## src/rtl/vend_ctrl_if.sv

```systemverilog
// Coin-acceptor / dispenser signal bundle for the vending controller.
// The slave modport is the controller side, the master modport the acceptor/actuator side.
interface vend_ctrl_if #(
  parameter int CREDIT_W = 4
);
  logic                coin_valid;
  logic [1:0]          coin_val;
  logic                cancel;
  logic [1:0]          state;
  logic [CREDIT_W-1:0] credit;
  logic                vend_out;
  logic                change_pulse;
  logic                coin_reject;
  logic                busy;
  logic                timeout_out;

  modport master (
    output coin_valid, coin_val, cancel,
    input  state, credit, vend_out, change_pulse, coin_reject, busy, timeout_out
  );

  modport slave (
    input  coin_valid, coin_val, cancel,
    output state, credit, vend_out, change_pulse, coin_reject, busy, timeout_out
  );
endinterface

```

## src/rtl/vend_ctrl.sv

```systemverilog
// Coin-operated vending controller: multi-denomination credit, vend, serial change and refund.
// Define VEND_CTRL_TIMEOUT_EN to add the inactivity refund timer (otherwise timeout_out stays 0).
module vend_ctrl #(
  parameter int PRICE       = 7,
  parameter int CREDIT_W    = 4,
  parameter int CHG_GAP     = 1,
  parameter int TIMEOUT_CYC = 1000
) (
  input  logic       clk,
  input  logic       rst,
  vend_ctrl_if.slave bus
);

  typedef enum logic [1:0] {
    IDLE   = 2'd0,
    ACCUM  = 2'd1,
    VEND   = 2'd2,
    CHANGE = 2'd3
  } state_t;

  localparam logic [CREDIT_W:0] PRICE_X = (CREDIT_W+1)'(PRICE);
  localparam logic [3:0]        GAP_X   = 4'(CHG_GAP);

  if (PRICE < 1 || PRICE > 2**CREDIT_W - 6 || CHG_GAP < 0 || CHG_GAP > 15 || TIMEOUT_CYC < 2)
  begin : g_param_check
    $error("vend_ctrl: parameter out of range");
  end

  state_t              state_q, state_d;
  logic [CREDIT_W-1:0] credit_q, credit_d;
  logic [CREDIT_W-1:0] rem_q, rem_d;
  logic [3:0]          gap_q, gap_d;
  logic                vend_q, vend_d;
  logic                pulse_q, pulse_d;
  logic                reject_q, reject_d;
  logic                busy_q, busy_d;
  logic                timeout_q, timeout_d;
  logic [CREDIT_W:0]   coin_units, sum;
  logic                timeout_hit, abort;

`ifdef VEND_CTRL_TIMEOUT_EN
  localparam int TO_W = $clog2(TIMEOUT_CYC);
  logic [TO_W-1:0] to_cnt_q, to_cnt_d;

  assign timeout_hit = (state_q == ACCUM) && (to_cnt_q == TO_W'(TIMEOUT_CYC - 1));

  // Counts only uninterrupted ACCUM idling; any strobed coin or fresh entry restarts it.
  always_comb begin
    to_cnt_d = '0;
    if (state_q == ACCUM && state_d == ACCUM && !bus.coin_valid)
      to_cnt_d = to_cnt_q + 1'b1;
  end

  always_ff @(posedge clk or negedge rst) begin
    if (!rst) to_cnt_q <= '0;
    else      to_cnt_q <= to_cnt_d;
  end
`else
  assign timeout_hit = 1'b0;
`endif

  always_comb begin
    state_d    = state_q;
    credit_d   = credit_q;
    rem_d      = rem_q;
    gap_d      = gap_q;
    vend_d     = 1'b0;
    pulse_d    = 1'b0;
    reject_d   = 1'b0;
    timeout_d  = 1'b0;
    abort      = 1'b0;
    coin_units = '0;

    case (bus.coin_val)
      2'd0:    coin_units = (CREDIT_W+1)'(1);
      2'd1:    coin_units = (CREDIT_W+1)'(2);
      2'd2:    coin_units = (CREDIT_W+1)'(5);
      default: coin_units = '0;
    endcase
    sum = {1'b0, credit_q} + coin_units;

    case (state_q)
      IDLE, ACCUM: begin
        // Refund beats a simultaneous coin, which is handed back untouched.
        abort = (state_q == ACCUM) && (bus.cancel || timeout_hit) && (credit_q != '0);
        if (abort) begin
          rem_d     = credit_q;
          credit_d  = '0;
          gap_d     = '0;
          state_d   = CHANGE;
          pulse_d   = 1'b1;
          reject_d  = bus.coin_valid;
          timeout_d = timeout_hit;
        end else if (bus.coin_valid) begin
          if (bus.coin_val == 2'd3) begin
            reject_d = 1'b1;
          end else if (sum < PRICE_X) begin
            credit_d = sum[CREDIT_W-1:0];
            state_d  = ACCUM;
          end else begin
            rem_d    = CREDIT_W'(sum - PRICE_X);
            credit_d = '0;
            state_d  = VEND;
            vend_d   = 1'b1;
          end
        end
      end

      VEND: begin
        reject_d = bus.coin_valid;
        gap_d    = '0;
        if (rem_q != '0) begin
          state_d = CHANGE;
          pulse_d = 1'b1;
        end else begin
          state_d = IDLE;
        end
      end

      CHANGE: begin
        reject_d = bus.coin_valid;
        // gap_q == 0 marks a pulse cycle; 1..CHG_GAP count the silent cycles after it.
        if (gap_q == 4'd0) begin
          if (rem_q != '0) rem_d = rem_q - 1'b1;
          if (CHG_GAP == 0) begin
            if (rem_q <= CREDIT_W'(1)) state_d = IDLE;
            else                       pulse_d = 1'b1;
          end else begin
            gap_d = 4'd1;
          end
        end else if (gap_q >= GAP_X) begin
          gap_d = 4'd0;
          if (rem_q == '0) state_d = IDLE;
          else             pulse_d = 1'b1;
        end else begin
          gap_d = gap_q + 4'd1;
        end
      end

      default: begin
        state_d  = IDLE;
        credit_d = '0;
        rem_d    = '0;
        gap_d    = '0;
      end
    endcase

    busy_d = (state_d == VEND) || (state_d == CHANGE);
  end

  always_ff @(posedge clk or negedge rst) begin
    if (!rst) begin
      state_q   <= IDLE;
      credit_q  <= '0;
      rem_q     <= '0;
      gap_q     <= '0;
      vend_q    <= 1'b0;
      pulse_q   <= 1'b0;
      reject_q  <= 1'b0;
      busy_q    <= 1'b0;
      timeout_q <= 1'b0;
    end else begin
      state_q   <= state_d;
      credit_q  <= credit_d;
      rem_q     <= rem_d;
      gap_q     <= gap_d;
      vend_q    <= vend_d;
      pulse_q   <= pulse_d;
      reject_q  <= reject_d;
      busy_q    <= busy_d;
      timeout_q <= timeout_d;
    end
  end

  assign bus.state        = state_q;
  assign bus.credit       = credit_q;
  assign bus.vend_out     = vend_q;
  assign bus.change_pulse = pulse_q;
  assign bus.coin_reject  = reject_q;
  assign bus.busy         = busy_q;
  assign bus.timeout_out  = timeout_q;

endmodule

```

## src/flat_wrapper.sv

```systemverilog
// flat-port wrapper written by rule: the top's interface ports become plain ports
module vend_ctrl_flat 
#(
  parameter int PRICE       = 7,
  parameter int CREDIT_W    = 4,
  parameter int CHG_GAP     = 1,
  parameter int TIMEOUT_CYC = 1000
)
  (clk, rst, bus_coin_valid, bus_coin_val, bus_cancel, bus_state, bus_credit, bus_vend_out, bus_change_pulse, bus_coin_reject, bus_busy, bus_timeout_out);
  vend_ctrl_if #(.CREDIT_W(CREDIT_W)) bus_i ();
  input  logic clk;
  input  logic rst;
  input wire logic [$bits(bus_i.coin_valid)-1:0] bus_coin_valid;
  input wire logic [$bits(bus_i.coin_val)-1:0] bus_coin_val;
  input wire logic [$bits(bus_i.cancel)-1:0] bus_cancel;
  output wire logic [$bits(bus_i.state)-1:0] bus_state;
  output wire logic [$bits(bus_i.credit)-1:0] bus_credit;
  output wire logic [$bits(bus_i.vend_out)-1:0] bus_vend_out;
  output wire logic [$bits(bus_i.change_pulse)-1:0] bus_change_pulse;
  output wire logic [$bits(bus_i.coin_reject)-1:0] bus_coin_reject;
  output wire logic [$bits(bus_i.busy)-1:0] bus_busy;
  output wire logic [$bits(bus_i.timeout_out)-1:0] bus_timeout_out;
  assign bus_i.coin_valid = bus_coin_valid;
  assign bus_i.coin_val = bus_coin_val;
  assign bus_i.cancel = bus_cancel;
  assign bus_state = bus_i.state;
  assign bus_credit = bus_i.credit;
  assign bus_vend_out = bus_i.vend_out;
  assign bus_change_pulse = bus_i.change_pulse;
  assign bus_coin_reject = bus_i.coin_reject;
  assign bus_busy = bus_i.busy;
  assign bus_timeout_out = bus_i.timeout_out;
  vend_ctrl #(.PRICE(PRICE), .CREDIT_W(CREDIT_W), .CHG_GAP(CHG_GAP), .TIMEOUT_CYC(TIMEOUT_CYC)) u_core (.clk(clk), .rst(rst), .bus(bus_i));
endmodule
```

## config.mk

```make
export PLATFORM = sky130hd
export DESIGN_NAME = vend_ctrl_flat
export DESIGN_NICKNAME = d
export VERILOG_FILES = /design/src/rtl/vend_ctrl_if.sv /design/src/rtl/vend_ctrl.sv /design/src/flat_wrapper.sv
export SDC_FILE = /design/constraint.sdc
export NUM_CORES = 1
export LEC_CHECK = 0
export ABC_AREA = 0
export BUFFER_PORTS_ARGS = -buffer_cell sky130_fd_sc_hd__buf_2
export CORE_MARGIN = 2
export CORE_UTILIZATION = 50
export CTS_BUF_LIST = sky130_fd_sc_hd__clkbuf_16
export CTS_CLUSTER_DIAMETER = 60
export DETAILED_ROUTE_END_ITERATION = 7
export GPL_TIMING_DRIVEN = 0
export PLACE_DENSITY_LB_ADDON = 0.2
export REMOVE_ABC_BUFFERS = 1
export SYNTH_ARGS = -nofsm -noshare
export SYNTH_HDL_FRONTEND = slang
export SYNTH_SLANG_ARGS = --single-unit
```

## constraint.sdc

```tcl
create_clock -name clk -period 2.4 [get_ports clk]
set_clock_uncertainty 0.15 [all_clocks]
set_input_delay 0.48 -clock clk [delete_from_list [all_inputs] [get_ports clk]]
set_output_delay 0.48 -clock clk [all_outputs]
set_load 0.01 [all_outputs]
```

==> results.toml <==
[run_status]
status = "finished with violations"
violations = "hold timing, setup timing"

[sta]
setup_viol = 2
rsz0062_at_grt = "yes"
fin_tns_setup_ns = -0.0342
setup_ws_ns = -0.0194
period_minus_slack_ns = 2.42
hold_viol = 1
whs_ns = -0.000669
period_share = 1.01
max_freq_mhz = 413
final_max_slew_viol_count = 0

[worst_setup_path]
path_buf_inv = 0
crit_arrival_ns = 2.40
cp_slowest_stage_delay_ns = 0.45
cp-start-kind = "flop"
r2r-start = "u_core.bus.credit[0]$_DFFE_PN0P_"
worst_setup_path_end_kind = "flop"
reg2reg_to = "u_core.rem_q[1]$_DFFE_PN0P_"
crit_chain = "ha_4 > fa_2 > and4b_2 > a31oi_4 > o2111a_2 > o21a_4 > mux2_4"
cpLargestDelayFamily = "adder cells"
crit_fanout = 4
r2r_slack_ns = -0.02
criticalPathCategory = "flop to flop"
worst_r2r_path_depth = 7
critPathRequiredTime_ns = 2.38
cp_slowest_cell = "fa_2"

[drt]
wl_um = 2790
drc = 0
drt-initial-drc-count = 31
wl_per_cell_um = 16.0
dr.pass1.iters = 4
viasPerCell = 5.95
drt.antenna.violating_nets = 0
vias = 1035

[global_routing]
grt_pass1_vias = 1046
grt-ovfl-total = 0
grt_max_degree = 19
grt_pass1_wl_um = 4830
grt_use_total = 0.244
antenna_found_initial = 0

[finish]
design_area_mm2 = 0.00156
final_core_util = 0.697
n_antenna_cell = 0
nFillCells = 175
drive_gt1_frac = 0.363
register_area_um2 = 452
final_net_count = 164
area_growth_pct = 29.7
multi_input_area_um2 = 779

[die]
dieArea_mm2 = 0.00281
fp.coreArea_mm2 = 0.00223
die_w_um = 53.0
initial_core_util = 0.538
die_h_um = 53.0
pin_count = 17
rows = 17

[logic_synthesis]
yosys-top-cells-count = "dfrtp_1 (18), ha_1 (9)"
ys_async_sr_fraction = 1.00
synth_top_area_frac = 0.375
synthesis.instances = 118
yosys_warnings = 0
ys.flop_type = "dfrtp_1"
synth_most_common_cell = "dfrtp_1"
synth_edf_count = 0
synth_area_mm2 = 0.00120
seq_area_frac_synth = 0.375
yosysTopAreaCell = "dfrtp_1"
synth_area_leaders = "dfrtp_1 (38%), ha_1 (9.4%), a22o_1 (4.4%), a21oi_1 (2.9%), mux2_4 (2.5%)"
yosys.cell_types.count = 44
synth_seq_cells = 18
synth_area_per_cell_um2 = 10.2

[clock_network]
cts_root_buf = "clkbuf_16"
clkTransAtPathRegs_ns = 0.05
ctsHoldBuffers = 0
clk_latency_ns = 0.25
cts.sinks = 18
cts_buffers = 3
tritoncts = "built"
htreeDepth = 1
clockBufferDepth = 2

[power]
irDropWorstVdd_mv = 0.928
power.leakage_nw = 0.723
cellPowerDensity_mw_per_mm2 = 1350

[place]
place_area_mm2 = 0.00129
dp_hpwl_um = 1830
io_buffers = 15
dp_worst_setup_slack_ns = -0.424
gp_congestion = 0.786

[flow_run]
cap_viol_max_count = 0

[min_path]
hp-class = "primary input to asynchronous set/reset pin"
## layout by cell type (no fill, tap or decap), drive strengths merged, types with 4 or more instances in the layout
cell type | netlist | routed
dfrtp | 18 | 18
nand2 | 7 | 7
nor3 | 4 | 4
nand3 | 4 | 4
a22o | 6 | 6
ha | 9 | 9
nor2 | 7 | 7
buf | 3 | 29
inv | 7 | 7
a21oi | 7 | 7
## kinds of logic (layout without fill, tap and decap cells)
logic type,after synthesis,in the layout,synth area share
AOI/OAI and AO/OA,36,36,0.245
xor gates and xnor gates,3,3,0.0219
adders and majority gates,10,10,0.110
buffers and inverters,11,39,0.0417
DFF,18,18,0.375
muxes,2,2,0.0250
other,1,1,0.00312
and+or+nand+nor,37,37,0.178
## routing by layer
metal,share of wire,up-vias,global-route usage
met4,0.022,0,0.128
met2,0.49,30,0.388
met1,0.44,504,0.301
li1,-,495,-
met3,0.054,6,0.0678
met5,0,-,0
## what timing repair did
action                                  in CTS  in global routing
endpoints found under the setup margin       8                  8
buffers inserted                             9                  5
pin swaps                                    5                  8
gates resized for setup                      8                 11
cloned                                       0                  0
## sequential cells by signal (all words and copies together) (netlist names)
name / count
u_core.bus.state: 2
u_core.bus.coin_reject: 1
u_core.bus.vend_out: 1
u_core.rem_q: 4
u_core.bus.change_pulse: 1
u_core.gap_q: 4
u_core.bus.busy: 1
u_core.bus.credit: 4
## worst max-delay path by stage
stage	from	to	cells past startpoint
2_1_floorplan	bus_coin_val[0]	u_core.rem_q[1]$_DFFE_PN0P_	8
3_3_place_gp	bus_coin_val[0]	u_core.rem_q[1]$_DFFE_PN0P_	9
6_report	u_core.bus.credit[0]$_DFFE_PN0P_	u_core.rem_q[1]$_DFFE_PN0P_	7
5_1_grt	u_core.bus.credit[0]$_DFFE_PN0P_	u_core.rem_q[3]$_DFFE_PN0P_	7
4_1_cts	u_core.bus.credit[0]$_DFFE_PN0P_	u_core.rem_q[1]$_DFFE_PN0P_	7
3_5_place_dp	bus_coin_val[0]	u_core.rem_q[1]$_DFFE_PN0P_	9
## power by group
part / internal, mW / switching (mW) / leakage [nW]
combinational: 0.656 / 0.584 / 0.469
clock: 0.219 / 0.105 / 0.0370
sequential: 0.413 / 0.130 / 0.217
total: 1.29 / 0.819 / 0.723
## worst reg2reg max path, stage by stage (launching register included)
cell and delay, ns:
dfrtp_1 0.40, ha_4 0.18, fa_2 0.45, and4b_2 0.25, a31oi_4 0.15, o2111a_2 0.26, o21a_4 0.17, mux2_4 0.30
## stage by stage
step,instances,power (mW)
global placement,157,1.45
global route,174,2.28
floorplan,114,1.26
detailed placement,157,1.49
finish,174,2.11
CTS,169,1.99
## area by class of cell
type / count / share of cell area
well taps: 28 / 0.0225
repair buffers: 29 / 0.120
multi-input cells: 89 / 0.500
flip-flops and latches: 18 / 0.290
inverters: 7 / 0.0185
clock buffers: 3 / 0.0482
Note: power is estimated with default switching activity, not from simulation.
